### config.mk
export PLATFORM = sky130hd
export DESIGN_NAME = sysbus_router
export DESIGN_NICKNAME = d
export VERILOG_FILES = /design/src/rtl/sysbus_pkg.sv /design/src/rtl/sysbus_router_decode.sv /design/src/rtl/sysbus_router.sv
export SDC_FILE = /design/constraint.sdc
export NUM_CORES = 1
export LEC_CHECK = 0
export ABC_CLOCK_PERIOD_IN_PS = 5340
export CAP_MARGIN = 20
export CORE_AREA = 5 5 131 133
export DETAILED_ROUTE_END_ITERATION = 12
export DIE_AREA = 0 0 136 138
export HOLD_SLACK_MARGIN = 0.1
export PLACE_DENSITY = 0.82
export SKIP_CTS_REPAIR_TIMING = 1
export SYNTH_ARGS = -nofsm -noshare
export SYNTH_HDL_FRONTEND = slang
export SYNTH_SLANG_ARGS = --single-unit
### constraint.sdc
create_clock -name clk -period 5.34 [get_ports clk]
set_clock_uncertainty 0.15 [all_clocks]
set_input_delay 0.801 -clock clk [delete_from_list [all_inputs] [get_ports clk]]
set_output_delay 0.801 -clock clk [all_outputs]
set_load 0.02 [all_outputs]
### src/rtl/sysbus_pkg.sv
// Shared types and helpers for the data-side system bus router.
package sysbus_pkg;

   typedef enum logic [1:0] {
      IDLE = 2'd0,
      REQ  = 2'd1,
      WAIT = 2'd2,
      DONE = 2'd3
   } state_t;

   localparam logic [2:0] F3_B  = 3'b000;
   localparam logic [2:0] F3_H  = 3'b001;
   localparam logic [2:0] F3_W  = 3'b010;
   localparam logic [2:0] F3_BU = 3'b100;
   localparam logic [2:0] F3_HU = 3'b101;

   function automatic logic is_misaligned(input logic [2:0] f3, input logic [1:0] a);
      logic mis;
      mis = 1'b0;
      case (f3)
         F3_H, F3_HU: mis = a[0];
         F3_W:        mis = (a != 2'b00);
         default:     mis = 1'b0;
      endcase
      return mis;
   endfunction

endpackage

### src/rtl/sysbus_router_decode.sv
// Region decoder: priority-encodes the address against the base/mask table,
// lowest index wins.
module sysbus_router_decode
   import sysbus_pkg::*;
#(
   parameter int XLEN = 32,
   parameter int NSLV = 4,
   parameter logic [NSLV-1:0][XLEN-1:0] REGION_BASE = '0,
   parameter logic [NSLV-1:0][XLEN-1:0] REGION_MASK = '0
) (
   input  logic [XLEN-1:0] addr_i,
   output logic [NSLV-1:0] hit_o,
   output logic            any_hit_o
);

   always_comb begin
      hit_o     = '0;
      any_hit_o = 1'b0;
      for (int i = 0; i < NSLV; i++) begin
         if (!any_hit_o && ((addr_i & REGION_MASK[i]) == REGION_BASE[i])) begin
            hit_o[i]  = 1'b1;
            any_hit_o = 1'b1;
         end
      end
   end

endmodule

### src/rtl/sysbus_router.sv
// Data-side system bus: address decode, one-cycle slave strobe, wait for
// single- or multi-cycle slave, done/ack handshake with fault reporting.
//
// state | meaning
// IDLE  | waiting for init with re or wr
// REQ   | strobe selected slave, or report a decode/alignment fault
// WAIT  | waiting for slave data, ready or timeout
// DONE  | result presented, held until ack
module sysbus_router
   import sysbus_pkg::*;
#(
   parameter int XLEN = 32,
   parameter int NSLV = 4,
   parameter logic [NSLV-1:0][XLEN-1:0] REGION_BASE = '0,
   parameter logic [NSLV-1:0][XLEN-1:0] REGION_MASK = '0,
   parameter logic [NSLV-1:0] SINGLE_CYCLE = '1,
   parameter int TIMEOUT = 255
) (
   input  logic                 clk,
   input  logic                 rst_n,
   input  logic                 init,
   input  logic [XLEN-1:0]      base,
   input  logic [XLEN-1:0]      off,
   input  logic                 re,
   input  logic                 wr,
   input  logic [2:0]           funct3,
   input  logic [XLEN-1:0]      wdata,
   input  logic                 ack,
   output logic                 done,
   output logic                 err,
   output logic [XLEN-1:0]      rdata,
   output logic [NSLV-1:0]      s_sel,
   output logic                 s_re,
   output logic                 s_wr,
   output logic [XLEN-1:0]      s_addr,
   output logic [XLEN-1:0]      s_wdata,
   output logic [2:0]           s_funct3,
   input  logic [NSLV*XLEN-1:0] s_rdata,
   input  logic [NSLV-1:0]      s_ready
);

   localparam int CW = (TIMEOUT > 0) ? $clog2(TIMEOUT + 1) : 1;
   localparam logic [CW-1:0] CNT_LOAD = (TIMEOUT > 0) ? CW'(TIMEOUT - 1) : '0;

   state_t              state_q;
   logic                done_q, err_q;
   logic [XLEN-1:0]     rdata_q;
   logic [NSLV-1:0]     s_sel_q;
   logic                s_re_q, s_wr_q;
   logic [XLEN-1:0]     s_addr_q, s_wdata_q;
   logic [2:0]          s_funct3_q;
   logic [NSLV-1:0]     slv_q;
   logic                op_wr_q;
   logic                bad_q;
   logic [CW-1:0]       cnt_q;

   logic [XLEN-1:0]     addr_d;
   logic [NSLV-1:0]     hit;
   logic                any_hit;
   logic                bad_d;
   logic [XLEN-1:0]     slv_rdata;
   logic                slv_single;
   logic                slv_ready;

   assign addr_d = base + off;

   sysbus_router_decode #(
      .XLEN        (XLEN),
      .NSLV        (NSLV),
      .REGION_BASE (REGION_BASE),
      .REGION_MASK (REGION_MASK)
   ) u_decode (
      .addr_i    (addr_d),
      .hit_o     (hit),
      .any_hit_o (any_hit)
   );

   // Fault is resolved at request capture so REQ can drive registered strobes.
   assign bad_d = (re & wr) | is_misaligned(funct3, addr_d[1:0]) | ~any_hit;

   always_comb begin
      slv_rdata = '0;
      for (int i = 0; i < NSLV; i++) begin
         if (slv_q[i]) begin
            slv_rdata = slv_rdata | s_rdata[i*XLEN +: XLEN];
         end
      end
   end

   assign slv_single = |(slv_q & SINGLE_CYCLE);
   assign slv_ready  = |(slv_q & s_ready);

   always_ff @(posedge clk or negedge rst_n) begin
      if (!rst_n) begin
         state_q    <= IDLE;
         done_q     <= 1'b0;
         err_q      <= 1'b0;
         rdata_q    <= '0;
         s_sel_q    <= '0;
         s_re_q     <= 1'b0;
         s_wr_q     <= 1'b0;
         s_addr_q   <= '0;
         s_wdata_q  <= '0;
         s_funct3_q <= '0;
         slv_q      <= '0;
         op_wr_q    <= 1'b0;
         bad_q      <= 1'b0;
         cnt_q      <= '0;
      end else begin
         case (state_q)
            IDLE: begin
               if (init && (re || wr)) begin
                  s_addr_q   <= addr_d;
                  s_wdata_q  <= wdata;
                  s_funct3_q <= funct3;
                  op_wr_q    <= wr;
                  bad_q      <= bad_d;
                  slv_q      <= bad_d ? '0 : hit;
                  s_sel_q    <= bad_d ? '0 : hit;
                  s_re_q     <= ~bad_d & re;
                  s_wr_q     <= ~bad_d & wr;
                  state_q    <= REQ;
               end
            end
            REQ: begin
               s_sel_q <= '0;
               s_re_q  <= 1'b0;
               s_wr_q  <= 1'b0;
               if (bad_q) begin
                  done_q  <= 1'b1;
                  err_q   <= 1'b1;
                  rdata_q <= '0;
                  state_q <= DONE;
               end else begin
                  cnt_q   <= CNT_LOAD;
                  state_q <= WAIT;
               end
            end
            WAIT: begin
               if (slv_single || slv_ready) begin
                  done_q  <= 1'b1;
                  err_q   <= 1'b0;
                  rdata_q <= op_wr_q ? '0 : slv_rdata;
                  state_q <= DONE;
               end else if (cnt_q == '0) begin
                  done_q  <= 1'b1;
                  err_q   <= 1'b1;
                  rdata_q <= '0;
                  state_q <= DONE;
               end else begin
                  cnt_q <= cnt_q - 1'b1;
               end
            end
            DONE: begin
               if (ack) begin
                  done_q  <= 1'b0;
                  err_q   <= 1'b0;
                  state_q <= IDLE;
               end
            end
            default: state_q <= IDLE;
         endcase
      end
   end

   assign done     = done_q;
   assign err      = err_q;
   assign rdata    = rdata_q;
   assign s_sel    = s_sel_q;
   assign s_re     = s_re_q;
   assign s_wr     = s_wr_q;
   assign s_addr   = s_addr_q;
   assign s_wdata  = s_wdata_q;
   assign s_funct3 = s_funct3_q;

endmodule

* Yosys cells after proc, flatten, opt, wreduce, memory -nomap -nowiden
Index checks and enable logic that the tools add are counted.
** Storage, ports and cells
- Input port bits :: 237
- Output and inout bits :: 107
- Register bits after elaboration :: 123
** Operators by class
- Equal/unequal tests :: 13
- Reductions and logical operators :: 18
- Bitwise operators :: 9
- Add/subtract/negate cells :: 2
- Multiplexer cells :: 34
** Operators with widths (number)
- 32-bit two-way mux :: 8
- 32-bit OR :: 3
- 32-bit one-hot mux with 2 select lines :: 1
- 32-bit adder :: 1
- 8-bit two-way mux :: 3
- 8-bit one-hot mux with 2 select lines :: 1
- 2-bit inequality test (second input constant) :: 6
- 1-bit two-way mux :: 9
- 8-bit logical NOT :: 1
- 2-bit two-way mux :: 4
- 2-bit one-hot mux with 4 select lines :: 1
- 4-bit one-hot mux with 2 select lines :: 1
- 4-bit AND reduction :: 2
- 4-bit OR reduction :: 2
- 8-bit by 1-bit subtractor with 8-bit output (second input constant) :: 1
- 1-bit one-hot mux with 2 select lines :: 3
- 1-bit one-hot mux with 3 select lines :: 2
- 3-bit AND reduction :: 2
- 2-bit nonzero test :: 3
- 4-bit AND :: 1
- 2-bit == test (second input constant) :: 2
- 4-bit two-way mux :: 1
- 2-bit AND reduction :: 2
- 1-bit AND :: 3
- 12 further kinds :: 13

* Logic depth before layout (Yosys ltp)
Gate-level depths: netlist of the first run.
- Depth after elaboration :: 10
- Gate-level depth with buffers :: 12

* Modules after synthesis
From an unflattened synthesis of the first run, not the netlist that was laid out.
** Unflattened totals
- Cell total of the unflattened synthesis :: 845
- Area, all modules :: 7435.9 µm²
** By module, submodules not included
- sysbus_router :: cells each 838, seq. area each 3078.0 µm², instances 1, area each 7390.8 µm²
- sysbus_router_decode :: cells each 7, seq. area each 0.0 µm², instances 1, area each 45.0 µm²

* Least setup slack after synthesis of the first run
Ideal clock, no wire load.
- Path kind :: input to register
- Start point :: input base[0]
- End point :: register s_addr_q[28], in the netlist s_addr[28]
- Buffers on the path :: 0
- Data required time :: 5.108 ns
- Data arrival time :: 2.933 ns
- Slack :: 2.176 ns
- Stages :: 12
- Path through :: ha_1 inv_1 fa_1 nor2b_1 o21ai_1 a21oi_2 o31ai_2 a21oi_2 o21ai_2 o21ba_2 or4_1 a31oi_1
** Between the ends
- Cells in the longest elaborated chain, start to end :: 1
** Ends and longest elaborated chain
- from (decl) :: RTL line sysbus_router.sv:22 : input logic [XLEN-1:0] base,
- 32-bit adder :: RTL line sysbus_router.sv:65 : assign addr_d = base + off;
- to (signal assigned) :: RTL line sysbus_router.sv:113 : s_addr_q <= addr_d;
- to (decl) :: RTL line sysbus_router.sv:50 : logic [XLEN-1:0] s_addr_q, s_wdata_q;
Every way passes these cells.
A chain may end at the register's enable or synchronous reset.

* Final worst setup path of the first run
Ends and elaborated chain as after synthesis.

==> results of run 1 <==
cells in the final DEF, fill, tap and decap left out, types with 3 or more instances in the layout:
cell	netlist	routed
a21oi_1	37	36
clkinvlp_4	0	4
clkinv_4	0	4
inv_1	18	18
buf_4	3	7
nor4_1	3	3
nor3_1	5	5
ha_1	38	38
a21oi_2	2	3
nor2_1	20	18
o31ai_1	4	4
o211ai_1	4	4
bufinv_16	0	3
mux2_2	3	3
nand2b_1	7	7
nand3_1	47	47
o21ai_0	44	44
xnor2_1	14	14
dfrtp_1	117	117
conb_1	1	3
and3_1	7	7
o21a_1	3	3
clkdlybuf4s50_1	0	239
nand4_1	5	5
clkbuf_16	0	17
nand2_1	233	233
a31oi_1	4	4
xor2_1	14	14
nor2b_1	3	3
a21o_1	15	15
power by group through the flow:
stage | clock [W] | sequential [W] | combinational (W)
detailed placement | 0 | 0.00146 | 0.00215
CTS | 0.00121 | 0.00145 | 0.00215
global route | 0.00125 | 0.00150 | 0.00231
global placement | 0 | 0.00145 | 0.00210
finish | 0.00119 | 0.00145 | 0.00213
floorplan | 0 | 0.00183 | 0.000753
per-layer routing:
metal	GRT usage, %	up-vias	wire (um)
met5	0	-	0
li1	-	2937	-
met1	21.5	2737	7190
met3	8.74	30	1990
met2	32.0	201	8840
met4	6.79	0	384
critical path, delay by kind of cell:
kind | cells | cell delay, ns
AOI/OAI and AO/OA | 7 | 1.14
and+or+nand+nor | 2 | 0.64
buffers and inverters | 2 | 0.52
adders and majority gates | 2 | 0.57
sequential cells by signal (all words and copies together) (netlist names):
| register | count |
|---|---|
| rdata | 32 |
| s_addr | 32 |
| s_wdata | 32 |
| cnt_q | 8 |
| s_funct3 | 3 |
| state_q | 2 |
| bad_q | 1 |
| done | 1 |
| err | 1 |
| op_wr_q | 1 |
| s_re | 1 |
| s_sel | 1 |
| s_wr | 1 |
| slv_q | 1 |
how the worst max path moves through the flow:
stage                                   to  startpoint
floorplan           s_addr[28]$_DFFE_PN0P_     base[0]
global placement    s_addr[28]$_DFFE_PN0P_     base[0]
detailed placement  s_addr[28]$_DFFE_PN0P_     base[0]
CTS                 s_addr[28]$_DFFE_PN0P_     base[0]
global route        s_addr[28]$_DFFE_PN0P_     base[0]
finish              s_addr[28]$_DFFE_PN0P_     base[0]
final cells by class:
class                           instances  area share (%)
Inverter                               18           0.711
Clock buffer                           18            4.62
Clock inverter                         14            1.87
Timing Repair Buffer                  246            25.7
Sequential cell                       117            30.8
Multi-Input combinational cell        559            33.4
Tap cell                              216            2.84
cell families after synthesis:
logic type,Yosys count
flops,117
simple gates,344
fa+ha+maj,39
xor+xnor,28
other cells,1
compound gates,141
buf+inv,49
mux,4
metrics by stage:
stage	instance area [um^2]	utilization (%)	hold slack, ns
5_1_grt	9510	60.5	0.202
3_5_place_dp	8890	56.6	0.306
6_report	9510	60.5	0.182
4_1_cts	9510	60.5	0.185
2_1_floorplan	6290	-	0.323
3_3_place_gp	8890	56.6	0.298
==> results.sh, run 1 <==
export IMPL_yosys_area_share_simple_pct=23.5
export IMPL_grt_usage_pct=19.2
export IMPL_multi_input_area_mm2=0.00318
export IMPL_synth_edf_count=0
export IMPL_cp_slowest_stage_delay_ns=0.50
export IMPL_synthFlopType="dfrtp_1"
export IMPL_yosysTopAreaCell="dfrtp_1"
export IMPL_ys_async_sr_fraction_pct=100
export IMPL_cts_root_buf="clkbuf_16"
export IMPL_combPwrFrac_pct=44.7
export IMPL_setup_ws_ns=1.86
export IMPL_die_h_um=138
export IMPL_arrival_ns=3.67
export IMPL_pwr_share_clk_pct=24.9
export IMPL_dp_slack_ns=1.43
export IMPL_yosysSeqAreaShare_pct=46.6
export IMPL_grt_ovfl_total=0
export IMPL_drt_iter0_markers=246
export IMPL_hold_class="input port to asynchronous set/reset pin"
export IMPL_synth_warnings=0
export IMPL_dieArea_mm2=0.0188
export IMPL_syn_area_per_cell_um2=8.70
export IMPL_r2r_setup_slack_ns=2.40
export IMPL_drcViolationCount=0
export IMPL_grt_pass1_vias=5819
export IMPL_ff_latch_area_mm2=0.00293
export IMPL_numPortBuffers=240
export IMPL_numCtsBuffers=17
export IMPL_relSlewSlack_pct=33.2
export IMPL_synth_fa_ha_area_share_pct=7.88
export IMPL_grt_max_degree=81
export IMPL_drtPass1Iterations=5
export IMPL_synth_seq_cells=117
export IMPL_r2r_cells=8
export IMPL_power_density_mw_per_mm2=501
export IMPL_synth_xor_area_share_pct=3.90
export IMPL_drive_above_1_share_pct=6.48
export IMPL_hold_violations=0
export IMPL_power_w=0.00476
export IMPL_clock_latency_ns=0.41
export IMPL_tns_ns=0
export IMPL_ios=344
export IMPL_crit_path_end_kind="flip-flop"
export IMPL_wl_per_cell_um=15.5
export IMPL_syn_inst=723
export IMPL_diodes=0
export IMPL_final_nets=1235
export IMPL_nFillCells=1326
export IMPL_start_kind="input port"
export IMPL_seqPwrFrac_pct=30.4
export IMPL_synth_area_top_cells="dfrtp_1 (47%), nand2_1 (14%), ha_1 (7.6%)"
export IMPL_synth_compound_area_share_pct=14.2
export IMPL_htreeDepth=4
export IMPL_rows=46
export IMPL_ir_drop_uv=259
export IMPL_cp_cell_sequence="clkdlybuf4s50_1 > ha_1 > inv_1 > fa_1 > nor2b_1 > o21ai_1 > a21oi_2 > o31ai_2 > a21oi_2 > o21ai_2 > o21ba_2 > or4_1 > a31oi_1"
export IMPL_period_needed_ns=3.48
export IMPL_synth_top_family_by_area="simple AND/OR/NAND/NOR gates"
export IMPL_start_util_pct=40.0
export IMPL_dp_cells=1156
export IMPL_synth_most_common_cell="nand2_1"
export IMPL_finalNonFillerCells=1188
export IMPL_viasPerCell=4.97
export IMPL_finalCritPeriodShare_pct=65.2
export IMPL_setup_viol=0
export IMPL_cp_common_cell="a21oi_2"
export IMPL_synthMuxAreaShare_pct=0.697
export IMPL_r2r_end="cnt_q[5]$_DFFE_PN0P_"
export IMPL_yosys_top_cells_count="nand2_1 (233), dfrtp_1 (117), nand3_1 (47)"
export IMPL_p_sw_w=0.00183
export IMPL_cp_required_ns=5.53
export IMPL_syn_area_mm2=0.00629
export IMPL_area_growth_syn_to_layout_pct=51.2
export IMPL_worstMarginPinSlew_ns=1.00
export IMPL_routed_wl_um=18400
export IMPL_antenna_found_initial=0
export IMPL_p_leak_nw=4.41
export IMPL_regToRegStartpoint="state_q[0]$_DFFE_PN0P_"
export IMPL_rsz0062_at_grt="no"
export IMPL_gp_congestion=0.883
export IMPL_grt_pass1_wl_um=28900
export IMPL_cp_max_fo=4
export IMPL_cts_sinks=117
export IMPL_max_freq_mhz=287
export IMPL_max_cap_violations=0
export IMPL_cp_slowest_cell="or4_1"
export IMPL_drtAntennaViolNets=0
export IMPL_die_w_um=136
export IMPL_internal_power_w=0.00293
export IMPL_synth_distinct_cells=62
export IMPL_synth_top_area_share_pct=46.6
export IMPL_clockBufferDepth=2
export IMPL_cts_tree="built"
export IMPL_worstSetupPathType="input port to flip-flop"
export IMPL_slew_viol_final=0
export IMPL_outcome="finished, final reports clean"
export IMPL_core_area_mm2=0.0157
export IMPL_num_vias=5905
export IMPL_place_hpwl_um=13700
export IMPL_clk_transition_reported_paths_ns=0.06
export IMPL_power_switching_share_pct=38.5
Note: power is estimated with default switching activity, not from simulation.
==> run 2, diff against run 1 <==
--- a/config.mk
+++ b/config.mk
@@ -5,13 +5,14 @@
 export SDC_FILE = /design/constraint.sdc
 export NUM_CORES = 1
 export LEC_CHECK = 0
-export ABC_CLOCK_PERIOD_IN_PS = 5340
+export ABC_CLOCK_PERIOD_IN_PS = 2960
 export CAP_MARGIN = 20
-export CORE_AREA = 5 5 131 133
+export CORE_ASPECT_RATIO = 2
+export CORE_MARGIN = 5
+export CORE_UTILIZATION = 36
 export DETAILED_ROUTE_END_ITERATION = 12
-export DIE_AREA = 0 0 136 138
 export HOLD_SLACK_MARGIN = 0.1
-export PLACE_DENSITY = 0.82
+export PLACE_DENSITY = 0.78
 export SKIP_CTS_REPAIR_TIMING = 1
 export SYNTH_ARGS = -nofsm -noshare
 export SYNTH_HDL_FRONTEND = slang
==> constraint.sdc (replaced) <==
create_clock -name clk -period 2.96 [get_ports clk]
set_clock_uncertainty 0.15 [all_clocks]
set_input_delay 0.444 -clock clk [delete_from_list [all_inputs] [get_ports clk]]
set_output_delay 0.444 -clock clk [all_outputs]
set_load 0.02 [all_outputs]
==> run 2 against run 1 <==
Die area grew 8.5%. Wire length grew 8.9%. Flip-flop and latch count stayed put. Power up 85%. Setup slack worse by 1.7 ns. Global-route usage increased by 0.54 points. Non-clock buffer count increased by 55. Combinational power is 88% higher. Hold slack better by 0.13 ns. Cell area rose by 5.3%.
==> results.sh, run 2 (synthesized netlist as in run 1, its figures left out) <==
export IMPL_outcome="finished, final reports clean"
export IMPL_final_common_cell="clkdlybuf4s50_1"
export IMPL_grt_max_degree=118
export IMPL_rows=68
export IMPL_hold_class="flip-flop to flip-flop"
export IMPL_finalCritPeriodShare_pct=96.3
export IMPL_setup_viol=0
export IMPL_worstSetupPathType="input port to flip-flop"
export IMPL_die_w_um=103
export IMPL_core_area_mm2=0.0173
export IMPL_period_needed_ns=2.85
export IMPL_numCtsBuffers=17
export IMPL_mostFrequentLayoutCells="clkdlybuf4s50_1 (236), nand2_1 (233), dfrtp_1 (117)"
export IMPL_grt_ovfl_total=0
export IMPL_dieArea_mm2=0.0204
export IMPL_drcViolationCount=0
export IMPL_place_hpwl_um=15400
export IMPL_cts_tree="built"
export IMPL_final_nets=1290
export IMPL_grt_pass1_vias=6336
export IMPL_power_switching_share_pct=37.8
export IMPL_power_density_mw_per_mm2=881
export IMPL_numPortBuffers=240
export IMPL_cp_max_fo=4
export IMPL_clock_latency_ns=0.40
export IMPL_hold_violations=0
export IMPL_wl_per_cell_um=16.2
export IMPL_die_h_um=197
export IMPL_p_sw_w=0.00333
export IMPL_slew_viol_final=0
export IMPL_post_route_util_pct=57.9
export IMPL_cts_sinks=117
export IMPL_drtAntennaViolNets=0
export IMPL_start_util_pct=36.4
export IMPL_pwr_share_clk_pct=24.8
export IMPL_arrival_ns=3.00
export IMPL_gp_congestion=0.906
export IMPL_clk_transition_reported_paths_ns=0.06
export IMPL_internal_power_w=0.00548
export IMPL_viasPerCell=4.97
export IMPL_drtPass1Iterations=5
export IMPL_ios=344
export IMPL_ir_drop_uv=545
export IMPL_clockBufferDepth=2
export IMPL_grt_usage_pct=19.7
export IMPL_start_kind="input port"
export IMPL_seqPwrFrac_pct=29.7
export IMPL_worstMarginPinSlew_ns=0.677
export IMPL_p_leak_nw=4.74
export IMPL_cts_root_buf="clkbuf_16"
export IMPL_combPwrFrac_pct=45.5
export IMPL_antenna_found_initial=1
export IMPL_routed_wl_um=20000
export IMPL_max_freq_mhz=351
export IMPL_rsz0062_at_grt="yes"
export IMPL_htreeDepth=4
export IMPL_crit_path_end_kind="flip-flop"
export IMPL_drt_iter0_markers=144
export IMPL_num_vias=6158
export IMPL_grt_pass1_wl_um=31300
export IMPL_drive_above_1_share_pct=11.9
export IMPL_max_cap_violations=0
export IMPL_dp_slack_ns=-0.522
export IMPL_area_growth_syn_to_layout_pct=59.1
export IMPL_setup_ws_ns=0.110
export IMPL_relSlewSlack_pct=54.9
export IMPL_cp_required_ns=3.11
[run 2: changes by cell type in the layout (fill, tap and decap cells not counted), sizes merged]
cell / delta
buf: +54
bufinv: +1
dlygate4sd3: +1
clkinvlp: -3
clkinv: +1
clkdlybuf4s50: -3
diode: +1
clkbuf: +2
dlymetal6s2s: +3
inv: -1
[run 2: worst max-delay path, cell delays in order]
cell,delay [ns]
clkdlybuf4s50_1,0.43
ha_1,0.34
nor2b_1,0.14
o21ai_1,0.19
a21oi_2,0.10
o31ai_2,0.29
a21oi_2,0.11
buf_4,0.14
o211ai_1,0.37
a21oi_2,0.15
a211o_1,0.28
[run 2: layout make-up]
cell class	instances	area, um^2
fillers	1536	7270
multi-input cells	559	3220
flip-flops and latches	117	2930
repair buffers	301	2910
clock buffers	20	447
well taps	210	263
clock inverters	12	178
inverters	18	67.6
diodes	1	2.50
[run 2: path summary, 6_finish.rpt]
check | from | to | cells past startpoint | slack (ns)
min reg2reg | rdata[7]$_DFFE_PN0P_ | rdata[7]$_DFFE_PN0P_ | 2 | 0.31
max | base[2] | s_addr[26]$_DFFE_PN0P_ | 11 | 0.11
max reg2reg | state_q[0]$_DFFE_PN0P_ | cnt_q[6]$_DFFE_PN0P_ | 10 | 0.45
min | rdata[7]$_DFFE_PN0P_ | rdata[7]$_DFFE_PN0P_ | 2 | 0.31
min in group asynchronous | rst_n | s_wdata[17]$_DFFE_PN0P_ | 3 | 0.50
max in group asynchronous | rst_n | cnt_q[4]$_DFFE_PN0P_ | 3 | 1.61
[run 2: power by group through the flow]
| stage | sequential (W) | clock [W] | combinational [W] |
|---|---|---|---|
| 4_1_cts | 0.00263 | 0.00225 | 0.00405 |
| 5_1_grt | 0.00271 | 0.00231 | 0.00437 |
| 2_1_floorplan | 0.00330 | 0 | 0.00136 |
| 3_3_place_gp | 0.00261 | 0 | 0.00396 |
| 3_5_place_dp | 0.00264 | 0 | 0.00403 |
| 6_report | 0.00262 | 0.00218 | 0.00401 |
[run 2: metal layers]
layer	track usage (%)	vias to the layer above	share of wire [%]
met5	0	-	0
li1	-	3042	-
met2	37.3	210	56
met3	4.25	40	5.9
met4	8.79	0	3.4
met1	19.7	2866	34
[run 2: metrics by stage]
stage / power [W] / TNS, ns / hold WS [ns] / instance area [um^2] / std cells
final: 0.00881 / 0 / 0.311 / 10000 / 1238
after global routing: 0.00939 / 0 / 0.334 / 10000 / 1238
after CTS: 0.00892 / -0.138 / 0.0120 / 9940 / 1235
after floorplan: 0.00466 / 0 / -0.00159 / 6290 / 725
after global placement: 0.00657 / -3.19 / 0.298 / 9320 / 1203
after detailed placement: 0.00667 / -4.11 / 0.305 / 9320 / 1203
==> run 3, diff against run 2 <==
--- a/config.mk
+++ b/config.mk
@@ -5,11 +5,12 @@
 export SDC_FILE = /design/constraint.sdc
 export NUM_CORES = 1
 export LEC_CHECK = 0
+export ABC_AREA = 1
 export ABC_CLOCK_PERIOD_IN_PS = 2960
 export CAP_MARGIN = 20
 export CORE_ASPECT_RATIO = 2
 export CORE_MARGIN = 5
-export CORE_UTILIZATION = 36
+export CORE_UTILIZATION = 38
 export DETAILED_ROUTE_END_ITERATION = 12
 export HOLD_SLACK_MARGIN = 0.1
 export PLACE_DENSITY = 0.78
==> run 3 against run 2 <==
Critical path depth up 3. Clock power down 13%. Power is 12% higher. Hold slack improved by 0.0048 ns. Sequential power rose by 7%. Critical path type unchanged.
==> results.sh, run 3 <==
export IMPL_outcome="finished, final reports clean"
export IMPL_numPortBuffers=240
export IMPL_cp_max_fo=3
export IMPL_die_w_um=108
export IMPL_num_vias=7308
export IMPL_area_growth_syn_to_layout_pct=44.2
export IMPL_setup_ws_ns=0.458
export IMPL_yosysTopAreaCell="dfrtp_1"
export IMPL_syn_inst=1030
export IMPL_final_nets=1549
export IMPL_design_area_mm2=0.0105
export IMPL_yosysSeqAreaShare_pct=40.4
export IMPL_antenna_found_initial=0
export IMPL_clk_transition_reported_paths_ns=0.06
export IMPL_period_needed_ns=2.50
export IMPL_dieArea_mm2=0.0221
export IMPL_finalCritPeriodShare_pct=84.5
export IMPL_drcViolationCount=0
export IMPL_grt_usage_pct=20.6
export IMPL_final_common_cell="nand2_1"
export IMPL_min_path_cells=2
export IMPL_syn_area_mm2=0.00725
export IMPL_rows=71
export IMPL_hold_violations=0
export IMPL_arrival_ns=2.65
export IMPL_grt_pass1_wl_um=35400
export IMPL_ir_drop_uv=482
export IMPL_relSlewSlack_pct=55.4
export IMPL_drive_above_1_share_pct=6.30
export IMPL_viasPerCell=4.74
export IMPL_mostFrequentLayoutCells="nand2_1 (426), clkdlybuf4s50_1 (239), inv_1 (137)"
export IMPL_worstMarginPinSlew_ns=0.669
export IMPL_cts_sinks=117
export IMPL_diodes=0
export IMPL_start_util_pct=38.5
export IMPL_drtAntennaViolNets=0
export IMPL_synth_seq_cells=117
export IMPL_core_area_mm2=0.0188
export IMPL_syn_area_per_cell_um2=7.04
export IMPL_synthFlopType="dfrtp_1"
export IMPL_power_w=0.00991
export IMPL_power_density_mw_per_mm2=948
export IMPL_pwr_share_clk_pct=19.1
export IMPL_drt_iter0_markers=287
export IMPL_drtPass1Iterations=7
export IMPL_synth_warnings=0
export IMPL_yosys_top_cells_count="nand2_1 (426), inv_1 (137), dfrtp_1 (117)"
export IMPL_max_cap_violations=0
export IMPL_wl_per_cell_um=14.8
export IMPL_nFillCells=1790
export IMPL_start_kind="input port"
export IMPL_setup_viol=0
export IMPL_p_leak_nw=5.26
export IMPL_rsz0062_at_grt="no"
export IMPL_synth_edf_count=0
export IMPL_p_sw_w=0.00412
export IMPL_dpl_cell_area_mm2=0.00991
export IMPL_grt_ovfl_total=0
export IMPL_place_hpwl_um=18000
export IMPL_cts_root_buf="clkbuf_16"
export IMPL_r2r_cells=8
export IMPL_combPwrFrac_pct=52.6
export IMPL_power_switching_share_pct=41.6
export IMPL_seqPwrFrac_pct=28.3
export IMPL_worstSetupPathType="input port to flip-flop"
export IMPL_cp_required_ns=3.11
export IMPL_grt_pass1_vias=7411
export IMPL_synth_top_area_share_pct=40.4
export IMPL_tns_ns=0
export IMPL_hold_class="flip-flop to flip-flop"
export IMPL_synth_distinct_cells=33
export IMPL_gp_congestion=0.912
export IMPL_synth_area_top_cells="dfrtp_1 (40%), nand2_1 (22%), inv_1 (7.1%)"
export IMPL_ios=344
export IMPL_numCtsBuffers=17
export IMPL_clockBufferDepth=2
export IMPL_dp_slack_ns=0.0828
export IMPL_max_freq_mhz=400
export IMPL_die_h_um=205
export IMPL_routed_wl_um=22800
export IMPL_crit_path_end_kind="flip-flop"
export IMPL_synth_most_common_cell="nand2_1"
export IMPL_cts_tree="built"
export IMPL_grt_max_degree=54
export IMPL_ys_async_sr_fraction_pct=100
export IMPL_slew_viol_final=0
export IMPL_htreeDepth=4
export IMPL_clock_latency_ns=0.41
export IMPL_internal_power_w=0.00579
## run 3: cell count changes after synthesis, sizes merged, moves of 8 or more
cell | before | now
a21oi | 39 | 56
a21o | 17 | 1
buf | 11 | 19
clkbuf | 20 | 9
inv | 18 | 143
xor2 | 14 | 6
nand2 | 233 | 426
and3 | 8 | 0
nor2 | 20 | 83
## run 3: power groups by stage
stage | clock [W] | combinational, W | sequential [W]
global route | 0.00201 | 0.00569 | 0.00291
finish | 0.00189 | 0.00522 | 0.00280
global placement | 0 | 0.00512 | 0.00280
CTS | 0.00193 | 0.00528 | 0.00281
floorplan | 0 | 0.00229 | 0.00362
detailed placement | 0 | 0.00525 | 0.00283
## run 3: final cells by class
type                       count  area (um^2)  share of cell area, %
sequential                   117         2930                   28.0
tap                          255          319                   3.05
clock buffer                  21          450                   4.31
multi-input combinational    744         3630                   34.8
timing repair buffer         250         2500                   23.9
clock inverter                11         85.1                  0.814
inverter                     143          537                   5.13
## run 3: cell families after synthesis
logic type               count (synthesis)  share of synthesized area, %
AO/OA/AOI/OAI                          106                          9.09
XOR/XNOR                                20                          2.42
adder cells (fa/ha/maj)                 39                          6.83
buffers and inverters                  171                          9.78
flip-flops                             117                          40.4
other                                    1                        0.0517
AND/OR/NAND/NOR                        576                          31.5
## run 3: per-layer routing
layer | share of wire [%] | GRT usage [%] | vias to the layer above
met1 | 34 | 19.3 | 3334
met4 | 5.1 | 12.9 | 0
li1 | - | - | 3661
met5 | 0 | 0 | -
met2 | 56 | 39.7 | 251
met3 | 5.1 | 3.89 | 62
## run 3: path summary, 6_finish.rpt
kind / slack (ns) / to / from
max: 0.46 / s_addr[28]$_DFFE_PN0P_ / base[0]
min: 0.32 / s_wdata[10]$_DFFE_PN0P_ / s_wdata[10]$_DFFE_PN0P_
max reg2reg: 0.66 / rdata[11]$_DFFE_PN0P_ / state_q[0]$_DFFE_PN0P_
min reg2reg: 0.32 / s_wdata[10]$_DFFE_PN0P_ / s_wdata[10]$_DFFE_PN0P_
max in group asynchronous: 1.39 / s_wdata[11]$_DFFE_PN0P_ / rst_n
min in group asynchronous: 0.44 / s_addr[12]$_DFFE_PN0P_ / rst_n
## run 3: worst max-delay path, cell delays in order
cell and delay [ns]:
clkdlybuf4s50_1 0.46, ha_1 0.24, inv_1 0.08, fa_1 0.42, inv_1 0.13, nand3_1 0.08, nand3_1 0.10, nand3_1 0.08
nand3_1 0.19, nand2_1 0.17, nand2_1 0.10, nand2_1 0.05, nand3_1 0.06, nand2_1 0.06
## run 3: stage by stage
stage | instances | hold WS, ns | util [%]
global route | 1541 | 0.339 | 55.5
CTS | 1540 | -0.0778 | 55.5
finish | 1541 | 0.316 | 55.5
global placement | 1508 | 0.302 | 52.6
floorplan | 1032 | -0.00159 | -
detailed placement | 1508 | 0.307 | 52.6
